--- config.mk ---
export PLATFORM = sky130hd
export DESIGN_NAME = reg_access_ctrl
export DESIGN_NICKNAME = d
export VERILOG_FILES = /design/src/rtl/xosera_pkg.sv /design/src/rtl/vram_arb.sv /design/src/rtl/reg_access_ctrl.sv
export SDC_FILE = /design/constraint.sdc
export NUM_CORES = 1
export LEC_CHECK = 0
export ABC_CLOCK_PERIOD_IN_PS = 5600
export CELL_PAD_IN_SITES_DETAIL_PLACEMENT = 0
export CELL_PAD_IN_SITES_GLOBAL_PLACEMENT = 1
export CORE_ASPECT_RATIO = 1.75
export CORE_MARGIN = 1.5
export CORE_UTILIZATION = 40
export CTS_CLUSTER_DIAMETER = 30
export DETAILED_ROUTE_END_ITERATION = 8
export PLACE_DENSITY = 0.76
export SLEW_MARGIN = 20
export SYNTH_ARGS = -nofsm -noshare
export SYNTH_HDL_FRONTEND = slang
export SYNTH_SLANG_ARGS = --single-unit
--- constraint.sdc ---
create_clock -name clk -period 5.6 [get_ports clk]
set_input_delay 1.12 -clock clk [delete_from_list [all_inputs] [get_ports clk]]
set_output_delay 1.12 -clock clk [all_outputs]
set_load 0.02 [all_outputs]
--- src/rtl/xosera_pkg.sv ---
// rtl/xosera_pkg.sv - register numbers, arbiter state encoding and byte-select helper
package xv;

    localparam logic [3:0] REG_WR_ADDR = 4'd0;
    localparam logic [3:0] REG_WR_INCR = 4'd1;
    localparam logic [3:0] REG_DATA    = 4'd2;
    localparam logic [3:0] REG_RD_ADDR = 4'd3;

    typedef enum logic [2:0] {
        ST_IDLE,
        ST_VID,
        ST_CPU_WR,
        ST_CPU_RD,
        ST_RD_CAP
    } arb_state_t;

    // Even byte is the high half of the word, odd byte the low half.
    function automatic logic [7:0] byte_of(input logic [15:0] word, input logic odd);
        return odd ? word[7:0] : word[15:8];
    endfunction

endpackage

--- src/rtl/vram_arb.sv ---
// rtl/vram_arb.sv - VRAM arbiter between video fetch and CPU write/read accesses
module vram_arb
    import xv::*;
(
    input  logic        clk,
    input  logic        rst,
    input  logic        vid_req,
    input  logic [15:0] vid_addr,
    input  logic        pend_wr,
    input  logic        pend_rd,
    input  logic [15:0] wr_addr,
    input  logic [15:0] wr_data,
    input  logic [15:0] rd_addr,
    output logic        vid_ack,
    output logic        sel,
    output logic        wr,
    output logic [15:0] addr,
    output logic [15:0] data,
    output logic        wr_done,
    output logic        rd_cap
);

    arb_state_t  state;
    arb_state_t  state_n;
    logic        last_vid;
    logic        last_vid_n;
    logic [15:0] addr_n;
    logic [15:0] data_n;
    logic        cpu_pend;

    assign cpu_pend = pend_wr | pend_rd;
    assign wr_done  = (state == ST_CPU_WR);
    assign rd_cap   = (state == ST_RD_CAP);

    // Video wins unless it just had the slot and the CPU is waiting, giving alternation.
    always_comb begin
        state_n    = ST_IDLE;
        last_vid_n = last_vid;
        addr_n     = addr;
        data_n     = data;
        case (state)
            ST_IDLE: begin
                if (vid_req && !(last_vid && cpu_pend)) begin
                    state_n    = ST_VID;
                    last_vid_n = 1'b1;
                    addr_n     = vid_addr;
                end else if (pend_wr) begin
                    state_n    = ST_CPU_WR;
                    last_vid_n = 1'b0;
                    addr_n     = wr_addr;
                    data_n     = wr_data;
                end else if (pend_rd) begin
                    state_n    = ST_CPU_RD;
                    last_vid_n = 1'b0;
                    addr_n     = rd_addr;
                end
            end
            ST_CPU_RD: state_n = ST_RD_CAP;
            default:   state_n = ST_IDLE;
        endcase
    end

    always_ff @(posedge clk or posedge rst) begin
        if (rst) begin
            state    <= ST_IDLE;
            last_vid <= 1'b0;
            vid_ack  <= 1'b0;
            sel      <= 1'b0;
            wr       <= 1'b0;
            addr     <= 16'h0000;
            data     <= 16'h0000;
        end else begin
            state    <= state_n;
            last_vid <= last_vid_n;
            vid_ack  <= (state_n == ST_VID);
            sel      <= (state_n == ST_VID) || (state_n == ST_CPU_WR) || (state_n == ST_CPU_RD);
            wr       <= (state_n == ST_CPU_WR);
            addr     <= addr_n;
            data     <= data_n;
        end
    end

endmodule

--- src/rtl/reg_access_ctrl.sv ---
// rtl/reg_access_ctrl.sv - byte-wide register file feeding VRAM accesses through vram_arb
// Optional XOSERA_RD_AUTOINC_EN: read capture also advances RD_ADDR by WR_INCR.
module reg_access_ctrl
    import xv::*;
(
    input  logic        clk,
    input  logic        reset_i,
    input  logic        write_strobe_i,
    input  logic        read_strobe_i,
    input  logic [3:0]  reg_num_i,
    input  logic        bytesel_i,
    input  logic [7:0]  bytedata_i,
    output logic [7:0]  rd_data_o,
    input  logic        vid_req_i,
    input  logic [15:0] vid_addr_i,
    output logic        vid_ack_o,
    output logic        vram_sel_o,
    output logic        vram_wr_o,
    output logic [15:0] vram_addr_o,
    output logic [15:0] vram_data_o,
    input  logic [15:0] vram_data_i,
    output logic        busy_o,
    output logic        ovf_o
);

    logic [15:0] wr_addr;
    logic [15:0] wr_incr;
    logic [15:0] data_reg;
    logic [15:0] rd_addr;
    logic [15:0] rd_buf;
    logic [7:0]  holding;
    logic        pend_wr;
    logic        pend_rd;
    logic        pend_wr_n;
    logic        pend_rd_n;
    logic        wr_done;
    logic        rd_cap;
    logic        rd_addr_step;
    logic        commit;
    logic        access_reg;
    logic        accept;
    logic        drop;
    logic [15:0] commit_val;
    logic [7:0]  rd_byte;

    assign commit     = write_strobe_i & bytesel_i;
    assign commit_val = {holding, bytedata_i};
    assign access_reg = (reg_num_i == REG_DATA) || (reg_num_i == REG_RD_ADDR);
    assign accept     = commit & access_reg & ~busy_o;
    assign drop       = commit & access_reg & busy_o;
    assign pend_wr_n  = (accept && reg_num_i == REG_DATA)    || (pend_wr && !wr_done);
    assign pend_rd_n  = (accept && reg_num_i == REG_RD_ADDR) || (pend_rd && !rd_cap);

`ifdef XOSERA_RD_AUTOINC_EN
    assign rd_addr_step = rd_cap;
`else
    assign rd_addr_step = 1'b0;
`endif

    always_comb begin
        rd_byte = 8'h00;
        case (reg_num_i)
            REG_WR_ADDR: rd_byte = byte_of(wr_addr, bytesel_i);
            REG_WR_INCR: rd_byte = byte_of(wr_incr, bytesel_i);
            REG_DATA:    rd_byte = byte_of(data_reg, bytesel_i);
            REG_RD_ADDR: rd_byte = byte_of(rd_buf, bytesel_i);
            default:     rd_byte = 8'h00;
        endcase
    end

    always_ff @(posedge clk or posedge reset_i) begin
        if (reset_i) begin
            wr_addr   <= 16'h0000;
            wr_incr   <= 16'h0000;
            data_reg  <= 16'h0000;
            rd_addr   <= 16'h0000;
            rd_buf    <= 16'h0000;
            holding   <= 8'h00;
            pend_wr   <= 1'b0;
            pend_rd   <= 1'b0;
            busy_o    <= 1'b0;
            ovf_o     <= 1'b0;
            rd_data_o <= 8'h00;
        end else begin
            if (write_strobe_i && !bytesel_i)
                holding <= bytedata_i;
            // An explicit register commit takes precedence over the post-write increment.
            if (commit && reg_num_i == REG_WR_ADDR)
                wr_addr <= commit_val;
            else if (wr_done)
                wr_addr <= wr_addr + wr_incr;
            if (commit && reg_num_i == REG_WR_INCR)
                wr_incr <= commit_val;
            if (accept && reg_num_i == REG_DATA)
                data_reg <= commit_val;
            if (accept && reg_num_i == REG_RD_ADDR)
                rd_addr <= commit_val;
            else if (rd_addr_step)
                rd_addr <= rd_addr + wr_incr;
            if (rd_cap)
                rd_buf <= vram_data_i;
            pend_wr <= pend_wr_n;
            pend_rd <= pend_rd_n;
            busy_o  <= pend_wr_n | pend_rd_n;
            if (drop)
                ovf_o <= 1'b1;
            if (read_strobe_i)
                rd_data_o <= rd_byte;
        end
    end

    vram_arb u_arb (
        .clk      (clk),
        .rst      (reset_i),
        .vid_req  (vid_req_i),
        .vid_addr (vid_addr_i),
        .pend_wr  (pend_wr),
        .pend_rd  (pend_rd),
        .wr_addr  (wr_addr),
        .wr_data  (data_reg),
        .rd_addr  (rd_addr),
        .vid_ack  (vid_ack_o),
        .sel      (vram_sel_o),
        .wr       (vram_wr_o),
        .addr     (vram_addr_o),
        .data     (vram_data_o),
        .wr_done  (wr_done),
        .rd_cap   (rd_cap)
    );

endmodule

# --- Word-level counts from Yosys, hierarchy flattened ---
# Cells that the tools add are included.
op_classes:
  n_addsub: 1
  multipliers: 0
  div: 0
  magnitude_cmp: 0
  eq_ne: 9
  n_shift: 0
  muxes: 17
  n_bitwise: 8
  n_reduce_logical: 24
op_table:
  columns: ["cell", "n"]
  rows:
  - ["$mux W16", 5]
  - ["$mux W8", 4]
  - ["$pmux W8 S4", 1]
  - ["$add A16 B16 Y16", 1]
  - ["$eq A3 B2 Y1 const B", 4]
  - ["$logic_and A1 B1 Y1", 9]
  - ["$eq A4 B2 Y1 const B", 2]
  - ["$mux W3", 2]
  - ["$pmux W3 S2", 1]
  - ["$logic_or A1 B1 Y1", 5]
  - ["$and A1 B1 Y1", 4]
  - ["$eq A4 B1 Y1 const B", 1]
  - ["$logic_not A1 Y1", 4]
  - ["$logic_not A4 Y1", 1]
  - ["$eq A3 B1 Y1 const B", 1]
  - ["$eq A3 B3 Y1 const B", 1]
  - ["$logic_not A3 Y1", 1]
  - ["$mux W1", 3]
  - ["$reduce_and A3 Y1", 1]
  - ["$reduce_bool A3 Y1", 1]
  - ["$mux W2", 1]
  - ["$not A1 Y1", 2]
  - ["$or A1 B1 Y1", 2]
  - ["$reduce_and A2 Y1", 1]
  - ["$reduce_bool A2 Y1", 1]
totals:
  regBits: 139
  latch_bits: 0
  ramBits: 0
  romBits: 0
  inputBits: 50
  wordCells: 77
  memories: 0

# --- Longest topological paths before layout ---
# Gate-level depths: netlist of run 1.
logic_depth:
  ltp_word: 9
  mapped_depth: 8
  depth_no_buf: 8

# --- Modules after synthesis ---
# From an unflattened synthesis of run 1, not the netlist that was laid out.
hier_totals:
  cells_unflattened: 590
  area_unflattened_um2: 7090.6
by_module_without_submodules:
  columns: ["module", "instances", "cells_per_inst", "area_each_um2"]
  rows:
  - ["reg_access_ctrl", 1, 416, 5077.4]
  - ["vram_arb", 1, 174, 2013.2]

# --- Worst setup path after synthesis of run 1 ---
# Ideal clock, no wire load.
synth_path:
  path_type: "in2reg"
  from: "input reg_num_i[3]"
  to: "register data_reg[0]"
  setup_time_ns: 0.127
  arrival_ns: 2.578
  required_time_ns: 5.473
  path_slack_ns: 2.895
  stages: 8
  path_buffers: 3
  cell_sequence: "nor2_1 > and2_1 > buf_4 > or3b_1 > buf_4 > nor2_8 > buf_8 > mux2_1"
synth_via:
  elab_chain_cells: 5
  word_cells_on_any_way: 6
synth_lines:
  columns: ["item", "line_no", "rtl"]
  rows:
  - ["start: declaration", "reg_access_ctrl.sv:10", "input logic [3:0] reg_num_i,"]
  - ["$eq A4 B2 Y1 (on tied branches)", "reg_access_ctrl.sv:48, reg_access_ctrl.sv:94", null]
  - ["$logic_or A1 B1 Y1", "reg_access_ctrl.sv:48", "assign access_reg = (reg_num_i == REG_DATA) || (reg_num_i == REG_RD_ADDR);"]
  - ["$and A1 B1 Y1 (2 in a row)", "reg_access_ctrl.sv:49", "assign accept = commit & access_reg & ~busy_o;"]
  - ["$logic_and A1 B1 Y1 (*)", "reg_access_ctrl.sv:94", "if (accept && reg_num_i == REG_DATA)"]
  - ["end signal: assignment", "reg_access_ctrl.sv:95", "data_reg <= commit_val;"]
  - ["end: declaration", "reg_access_ctrl.sv:28", "logic [15:0] data_reg;"]
# Every way passes the cells marked *; elsewhere a longest branch is shown, timed or not.
# A chain may end at the register's enable or synchronous reset.

# --- Worst setup path in the final report of run 1 ---
layout_path:
  from: "input reg_num_i[0]"
  to: "register wr_incr[11]"
layout_via:
  elab_chain_cells: 2
layout_lines:
  columns: ["item", "line_no", "rtl"]
  rows:
  - ["$eq A4 B1 Y1", "reg_access_ctrl.sv:92", "if (commit && reg_num_i == REG_WR_INCR)"]
  - ["$logic_and A1 B1 Y1", "reg_access_ctrl.sv:92", null]
  - ["end signal: assignment", "reg_access_ctrl.sv:93", "wr_incr <= commit_val;"]
  - ["end: declaration", "reg_access_ctrl.sv:27", "logic [15:0] wr_incr;"]
# Every way passes these cells.

==> impl_metrics.sql, run 1 <==
INSERT INTO impl_metrics (metric_group, metric, value, unit) VALUES
('run_status', 'status', 'finished, final reports clean', ''),
('clocking', 'root_buffer', 'clkbuf_16', ''),
('worst_setup_path', 'crit_slowest_cell', 'clkdlybuf4s50_1', ''),
('worst_setup_path', 'slowest_delay', '1030', 'ps'),
('clocking', 'worstSkewPairLatency', '420', 'ps'),
('clocking', 'tritoncts.num_buffers', '17', ''),
('logic_synthesis', 'avgSynthCellArea', '11.6', 'um2'),
('worst_setup_path', 'critical_path.reg2reg.endpoint', 'wr_addr[15]', ''),
('global_route', 'met1_usage', '24.3', '%'),
('die', 'start_util', '40.6', '%'),
('cells_and_area', 'nNetsFinal', '753', ''),
('logic_synthesis', 'postSynthCellCount', '592', ''),
('cells_and_area', 'total_inserted_antenna_cells', '0', ''),
('timing', 'totalNegativeSetupSlack', '0', 'ps'),
('logic_synthesis', 'proportion_of_synthesized_chip_area_in_sequential_cells', '50.8', '%'),
('job', 'max_cap_violations', '0', ''),
('die', 'floorplan.die_area', '18000', 'um2'),
('hold_path', 'worstHoldPathCells', '2', ''),
('logic_synthesis', 'ys.warnings.count', '0', ''),
('power', 'power.density', '492', 'nW/um2'),
('clocking', 'cts.repair_timing.setup_buffer_count', '0', ''),
('logic_synthesis', 'synth.cell_area', '6850', 'um2'),
('power', 'p_leak', '3.75', 'nW'),
('worst_setup_path', 'rrSetupSlack', '2960', 'ps'),
('clocking', 'post_cts_hold_buffer_count', '0', ''),
('logic_synthesis', 'post_synth_most_frequent_cells', '139 x dfrtp_1, 68 x mux2_2, 62 x nand2_1', ''),
('global_route', 'groute.usage.overall', '21.6', '%'),
('hold_path', 'worst_hold_startpoint', 'u_arb.addr[6]', ''),
('global_route', 'gr-total-overflow', '0', ''),
('route', 'wl_per_cell', '19.7', 'um'),
('global_route', 'globalRoute.busiestLayer', 'met2', ''),
('global_route', 'number_of_antenna_violations_at_the_first_check_in_global_routing', '0', ''),
('route', 'detailedRoute.firstIterationViolations', '260', ''),
('clocking', 'htree_levels', '4', ''),
('worst_setup_path', 'setup.worst_path.start_class', 'input pin', ''),
('worst_setup_path', 'worst-path-max-fanout', '17', ''),
('route', 'vias_per_cell', '5.37', ''),
('worst_setup_path', 'regToRegStartpoint', 'wr_addr[10]', ''),
('worst_setup_path', 'series_of_cell_instances_along_the_critical_path', 'clkdlybuf4s50_1 -> inv_2 -> nor4_4 -> nor2b_1 -> buf_4 -> mux2_2', ''),
('logic_synthesis', 'post-synth-top-count-cell', 'dfrtp_1', ''),
('power', 'power', '4.23', 'mW'),
('global_route', 'use_met3', '3.72', '%'),
('timing', 'fin_crit_sh', '66.0', '%'),
('global_route', 'grt.met2_usage', '38.9', '%'),
('power', 'vdd.ir_drop.worst', '0.000212', 'V'),
('timing', 'grt_setup_unrepaired', 'false', ''),
('logic_synthesis', 'synth_top_cell_area_share', '50.8', '%'),
('timing', 'report.final.setup_viol', '0', ''),
('clocking', 'tritoncts_num_sinks', '139', ''),
('hold_path', 'worstHoldPathType', 'flop to flop', ''),
('worst_setup_path', 'worstSetupPathType', 'input pin to flop', ''),
('die', 'top_level_ports', '95', ''),
('place', 'gpl.final_weighted_congestion', '1.00', ''),
('logic_synthesis', 'synth-main-ff-cell', 'dfrtp_1', ''),
('logic_synthesis', 'number_of_flops_mapped_to_enable_cells_by_yosys', '0', ''),
('logic_synthesis', 'ys_seq_elements', '139', ''),
('route', 'detailroute.via_count', '4978', ''),
('logic_synthesis', 'synth_nets', '658', ''),
('die', 'fp.coreArea', '16900', 'um2'),
('timing', 'fin_skew', '8.78', 'ps'),
('clocking', 'cts.repair.resized', '0', ''),
('cells_and_area', 'post_route_cells_drive_above_1_share', '18.4', '%'),
('timing', 'slew_worst_pin', '906', 'ps'),
('clocking', 'cts_tree', 'built', ''),
('route', 'drt.antenna.violating_nets', '0', ''),
('cells_and_area', 'syn2layout_area_growth', '25.5', '%'),
('logic_synthesis', 'synth-async-reset-ratio', '100', '%'),
('logic_synthesis', 'top_post_synthesis_cells_by_area', 'dfrtp_1 51%, mux2_2 11%, o21ai_0 3.5%', ''),
('timing', 'slew_headroom', '39.5', '%'),
('hold_path', 'min_to', 'u_arb.addr[6]', ''),
('global_route', 'first_global_vias', '5119', '');
cells by family (layout without fill, tap and decap cells):
| group | Yosys count | after routing | share of synthesized area, % |
|---|---|---|---|
| buffers and inverters | 45 | 153 | 3.10 |
| AO/OA/AOI/OAI | 144 | 144 | 12.7 |
| multiplexers | 114 | 114 | 19.7 |
| flip-flops | 139 | 139 | 50.8 |
| adder cells (fa/ha/maj) | 16 | 16 | 3.03 |
| AND/OR/NAND/NOR | 126 | 126 | 9.62 |
| XOR/XNOR | 8 | 8 | 1.02 |
cells in the final DEF (no fill, tap or decap), types with 4 or more instances in the layout:
cell type,instances
inv_6,5
buf_4,10
o22ai_1,8
nand2_1,62
nor3_1,4
a22oi_1,8
xnor2_1,6
nor2_1,17
ha_1,15
or3_1,4
mux2i_1,18
inv_1,14
o21ai_0,48
and3_1,6
mux2_1,20
dfrtp_1,139
a21oi_1,45
mux4_2,8
clkdlybuf4s50_1,94
clkbuf_16,17
nor2b_1,5
nand3_1,8
a221oi_1,9
mux2_2,68
o211ai_1,5
through the flow:
| stage | instance area, um2 | hold slack [ps] | util (%) | setup WS [ps] | instances |
|---|---|---|---|---|---|
| 2_1_floorplan | 6850 | 443 | - | 755 | 592 |
| 4_1_cts | 8590 | 482 | 50.9 | 1900 | 926 |
| 6_report | 8600 | 475 | 51.0 | 1900 | 927 |
| 3_3_place_gp | 8020 | 460 | 47.5 | 1490 | 894 |
| 5_1_grt | 8600 | 496 | 51.0 | 1640 | 927 |
| 3_5_place_dp | 8020 | 459 | 47.5 | 1440 | 894 |
routing by layer:
metal | part of all wire [%] | vias to the layer above
met2 | 55 | 122
met5 | 0 | -
met1 | 39 | 2461
li1 | - | 2364
met4 | 3.4 | 0
met3 | 3.0 | 31
power breakdown:
part	internal, mW	switching (mW)
Sequential	1.33	0.279
Combinational	0.730	0.807
Clock	0.621	0.464
worst max path at each step:
stage / slack (ps) / end / start / cells after the start
after floorplan: 760 / busy_o / reset_i / 1
after global placement: 1490 / wr_incr[14] / reg_num_i[0] / 6
after detailed placement: 1440 / wr_incr[2] / reg_num_i[0] / 6
after CTS: 1900 / wr_incr[2] / reg_num_i[0] / 6
after global routing: 1640 / wr_incr[11] / reg_num_i[0] / 6
final: 1900 / wr_incr[11] / reg_num_i[0] / 6
worst max-delay path, delay by kind of cell:
family                 cells  cell delay [ps]
multiplexers               1              360
AND/OR/NAND/NOR            2             1030
buffers and inverters      3             1480
cell type report:
type | instances | area, um2
sequential | 139 | 3480
fill | 1563 | 8270
tap | 227 | 284
timing repair buffer | 105 | 1030
inverter | 16 | 65.1
clock buffer | 18 | 429
multi-input combinational | 408 | 3180
clock inverter | 14 | 138
(Power assumes the default switching activity.)
==> run 2: changes to the inputs <==
- ABC_CLOCK_PERIOD_IN_PS: 5600 -> 3170
- PLACE_DENSITY: 0.76 -> 0.79
- clock period: 5.6 -> 3.17 ns (I/O delays scaled with it)
==> run 2 against run 1 <==
Sequential share of layout area decreased by 0.32 points. Largest power group unchanged. Die area unchanged. Clock-buffer cell count decreased by 1. First-iteration DRC count increased by 39%.
==> impl_metrics.sql, run 2 (same netlist as run 1, synthesis figures left out) <==
INSERT INTO impl_metrics (metric_group, metric, value, unit) VALUES
('run_status', 'status', 'finished, final reports clean', ''),
('hold_path', 'worstHoldPathType', 'flop to flop', ''),
('place', 'dp_hpwl', '13700', 'um'),
('clocking', 'cts.repair.resized', '0', ''),
('cells_and_area', 'syn2layout_area_growth', '26.5', '%'),
('cells_and_area', 'post_route_cells_drive_above_1_share', '19.5', '%'),
('worst_setup_path', 'rrSetupSlack', '680', 'ps'),
('worst_setup_path', 'regToRegStartpoint', 'wr_addr[0]', ''),
('route', 'detailedRoute.firstIterationViolations', '361', ''),
('worst_setup_path', 'cp.arrival', '2810', 'ps'),
('power', 'power.share.clock', '25.1', '%'),
('clocking', 'htree_levels', '4', ''),
('power', 'p_comb_share', '37.1', '%'),
('clocking', 'cts_tree', 'built', ''),
('clocking', 'root_buffer', 'clkbuf_16', ''),
('hold_path', 'worst_hold_startpoint', 'u_arb.addr[8]', ''),
('clocking', 'worstSkewPairLatency', '430', 'ps'),
('global_route', 'first_global_vias', '5393', ''),
('worst_setup_path', 'worst-path-max-fanout', '16', ''),
('cells_and_area', 'layout.cell_area.non_filler', '8670', 'um2'),
('timing', 'min_period', '2500', 'ps'),
('route', 'drt.antenna.violating_nets', '0', ''),
('worst_setup_path', 'setup.worst_path.start_class', 'input pin', ''),
('worst_setup_path', 'timing.critical_path.required', '3480', 'ps'),
('die', 'floorplan.die_area', '18000', 'um2'),
('global_route', 'grt_max_degree', '55', ''),
('worst_setup_path', 'series_of_cell_instances_along_the_critical_path', 'clkdlybuf4s50_1 -> nor2_1 -> and2_1 -> or3b_1 -> nor2_8 -> mux2_2', ''),
('place', 'dpl_cell_area', '8110', 'um2'),
('power', 'power.share.sequential', '37.8', '%'),
('global_route', 'use_met3', '3.68', '%'),
('timing', 'fin_crit_sh', '79.0', '%'),
('job', 'max_cap_violations', '0', ''),
('timing', 'maxSlewViolCount', '0', ''),
('route', 'dr.pass1.iters', '4', ''),
('hold_path', 'worstHoldPathCells', '2', ''),
('power', 'vdd.ir_drop.worst', '0.000394', 'V'),
('clocking', 'path_clk_slew', '60', 'ps'),
('cells_and_area', 'multi_input_comb_area', '3180', 'um2'),
('die', 'fp.coreArea', '16900', 'um2'),
('cells_and_area', 'mostFrequentLayoutCell', 'dfrtp_1', ''),
('timing', 'grt_setup_unrepaired', 'false', ''),
('power', 'p_leak', '3.78', 'nW'),
('worst_setup_path', 'endpoint_kind', 'flop', ''),
('clocking', 'tritoncts.num_buffers', '17', ''),
('timing', 'worst_hold_slack', '474', 'ps'),
('global_route', 'gr-total-overflow', '0', ''),
('cells_and_area', 'register_area', '3480', 'um2'),
('power', 'switchingPower', '2.76', 'mW'),
('global_route', 'number_of_antenna_violations_at_the_first_check_in_global_routing', '0', ''),
('route', 'wl_per_cell', '19.6', 'um'),
('power', 'power.density', '859', 'nW/um2'),
('cells_and_area', 'total_inserted_antenna_cells', '0', ''),
('timing', 'slew_headroom', '47.9', '%'),
('die', 'row_count', '63', ''),
('power', 'sw_frac_of_total', '37.1', '%'),
('cells_and_area', 'layout.cells.most_common_list', '139 x dfrtp_1, 94 x clkdlybuf4s50_1, 68 x mux2_2', ''),
('timing', 'slew_worst_pin', '779', 'ps'),
('global_route', 'met1_usage', '24.4', '%'),
('clocking', 'cts.repair_timing.setup_buffer_count', '0', ''),
('hold_path', 'min_to', 'u_arb.addr[8]', ''),
('die', 'start_util', '40.6', '%'),
('timing', 'timing_hold_violations_final', '0', ''),
('power', 'power_report.internal_total', '4.68', 'mW'),
('clocking', 'post_cts_hold_buffer_count', '0', ''),
('die', 'top_level_ports', '95', ''),
('global_route', 'globalRoute.busiestLayer', 'met2', ''),
('worst_setup_path', 'critical_path.reg2reg.endpoint', 'wr_addr[12]', ''),
('global_route', 'groute.usage.overall', '21.8', '%'),
('cells_and_area', 'nNetsFinal', '761', ''),
('timing', 'totalNegativeSetupSlack', '0', 'ps'),
('timing', 'report.final.setup_viol', '0', ''),
('cells_and_area', 'final.fill_count', '1548', ''),
('global_route', 'grt_pass1_wl', '29200', 'um'),
('timing', 'fmax', '400', 'MHz'),
('place', 'count_of_port_buffers_added_during_placement', '94', ''),
('clocking', 'clockBufferDepth', '2', ''),
('cells_and_area', 'finalCoreUtilization', '51.4', '%'),
('die', 'floorplan.die.height', '176', 'um'),
('route', 'wirelength', '18400', 'um'),
('worst_setup_path', 'worst_path_dominant_cell_family', 'simple AND/OR/NAND/NOR gates', ''),
('route', 'drt_drc_violations_left', '0', ''),
('place', 'gpl.final_weighted_congestion', '0.921', ''),
('worst_setup_path', 'slowest_delay', '540', 'ps'),
('route', 'detailroute.via_count', '5090', ''),
('global_route', 'grt.met2_usage', '39.6', '%'),
('route', 'vias_per_cell', '5.44', ''),
('worst_setup_path', 'r2r.worst_path.cells', '8', ''),
('clocking', 'tritoncts_num_sinks', '139', ''),
('timing', 'fin_skew', '9.33', 'ps'),
('worst_setup_path', 'crit_slowest_cell', 'or3b_1', ''),
('worst_setup_path', 'worstSetupPathType', 'input pin to flop', ''),
('die', 'fp.dieW', '102', 'um'),
('worst_setup_path', 'critical_path.n_buffers_inverters', '1', '');
-- run 2: cell count changes in the layout (fill, tap and decap cells not counted) --
cell and delta:
bufinv_16 -1, clkbuf_1 -1, buf_6 -1, clkinvlp_4 +1
clkinv_2 -2, clkinv_4 +3, buf_12 +2, buf_4 +7
inv_6 +1, inv_8 -1
-- run 2: how the worst max path moves through the flow --
stage,from,endpoint,cells after the start
2_1_floorplan,reset_i,busy_o,1
3_3_place_gp,reg_num_i[3],rd_addr[10],6
3_5_place_dp,reg_num_i[3],rd_addr[10],6
4_1_cts,wr_addr[0],wr_addr[12],8
5_1_grt,wr_addr[0],wr_addr[8],8
6_report,reg_num_i[3],rd_addr[10],6
-- run 2: worst register-to-register path, delay by kind of cell (launching register included) --
kind	cells	cell delay, ps
adder cells (fa/ha/maj)	2	670
AND/OR/NAND/NOR	1	60
AO/OA/AOI/OAI	4	1020
multiplexers	1	220
flip-flops	1	420
-- run 2: layer usage --
| metal | part of all wire (%) | vias up |
|---|---|---|
| met1 | 39 | 2544 |
| met2 | 54 | 139 |
| met4 | 3.4 | 0 |
| met5 | 0 | - |
| met3 | 3.6 | 33 |
| li1 | - | 2374 |
-- run 2: power by group through the flow --
stage	sequential [mW]	clock, mW	combinational (mW)
5_1_grt	2.89	1.98	3.03
3_3_place_gp	2.81	0	2.72
6_report	2.81	1.87	2.76
4_1_cts	2.81	1.90	2.79
3_5_place_dp	2.84	0	2.77
2_1_floorplan	2.91	0	1.63
-- run 2: area by class of cell --
cell class | count | share of cell area [%]
timing repair buffer | 113 | 12.8
multi-input combinational | 408 | 36.6
inverter | 16 | 0.736
sequential | 139 | 40.1
clock inverter | 15 | 1.50
tap | 227 | 3.28
clock buffer | 17 | 4.91
-- run 2: metrics by stage --
step | instances | worst slack, ps | total power, mW
2_1_floorplan | 592 | 801 | 4.53
3_3_place_gp | 903 | 277 | 5.53
3_5_place_dp | 903 | 232 | 5.61
4_1_cts | 935 | 671 | 7.50
5_1_grt | 935 | 518 | 7.90
6_report | 935 | 667 | 7.44
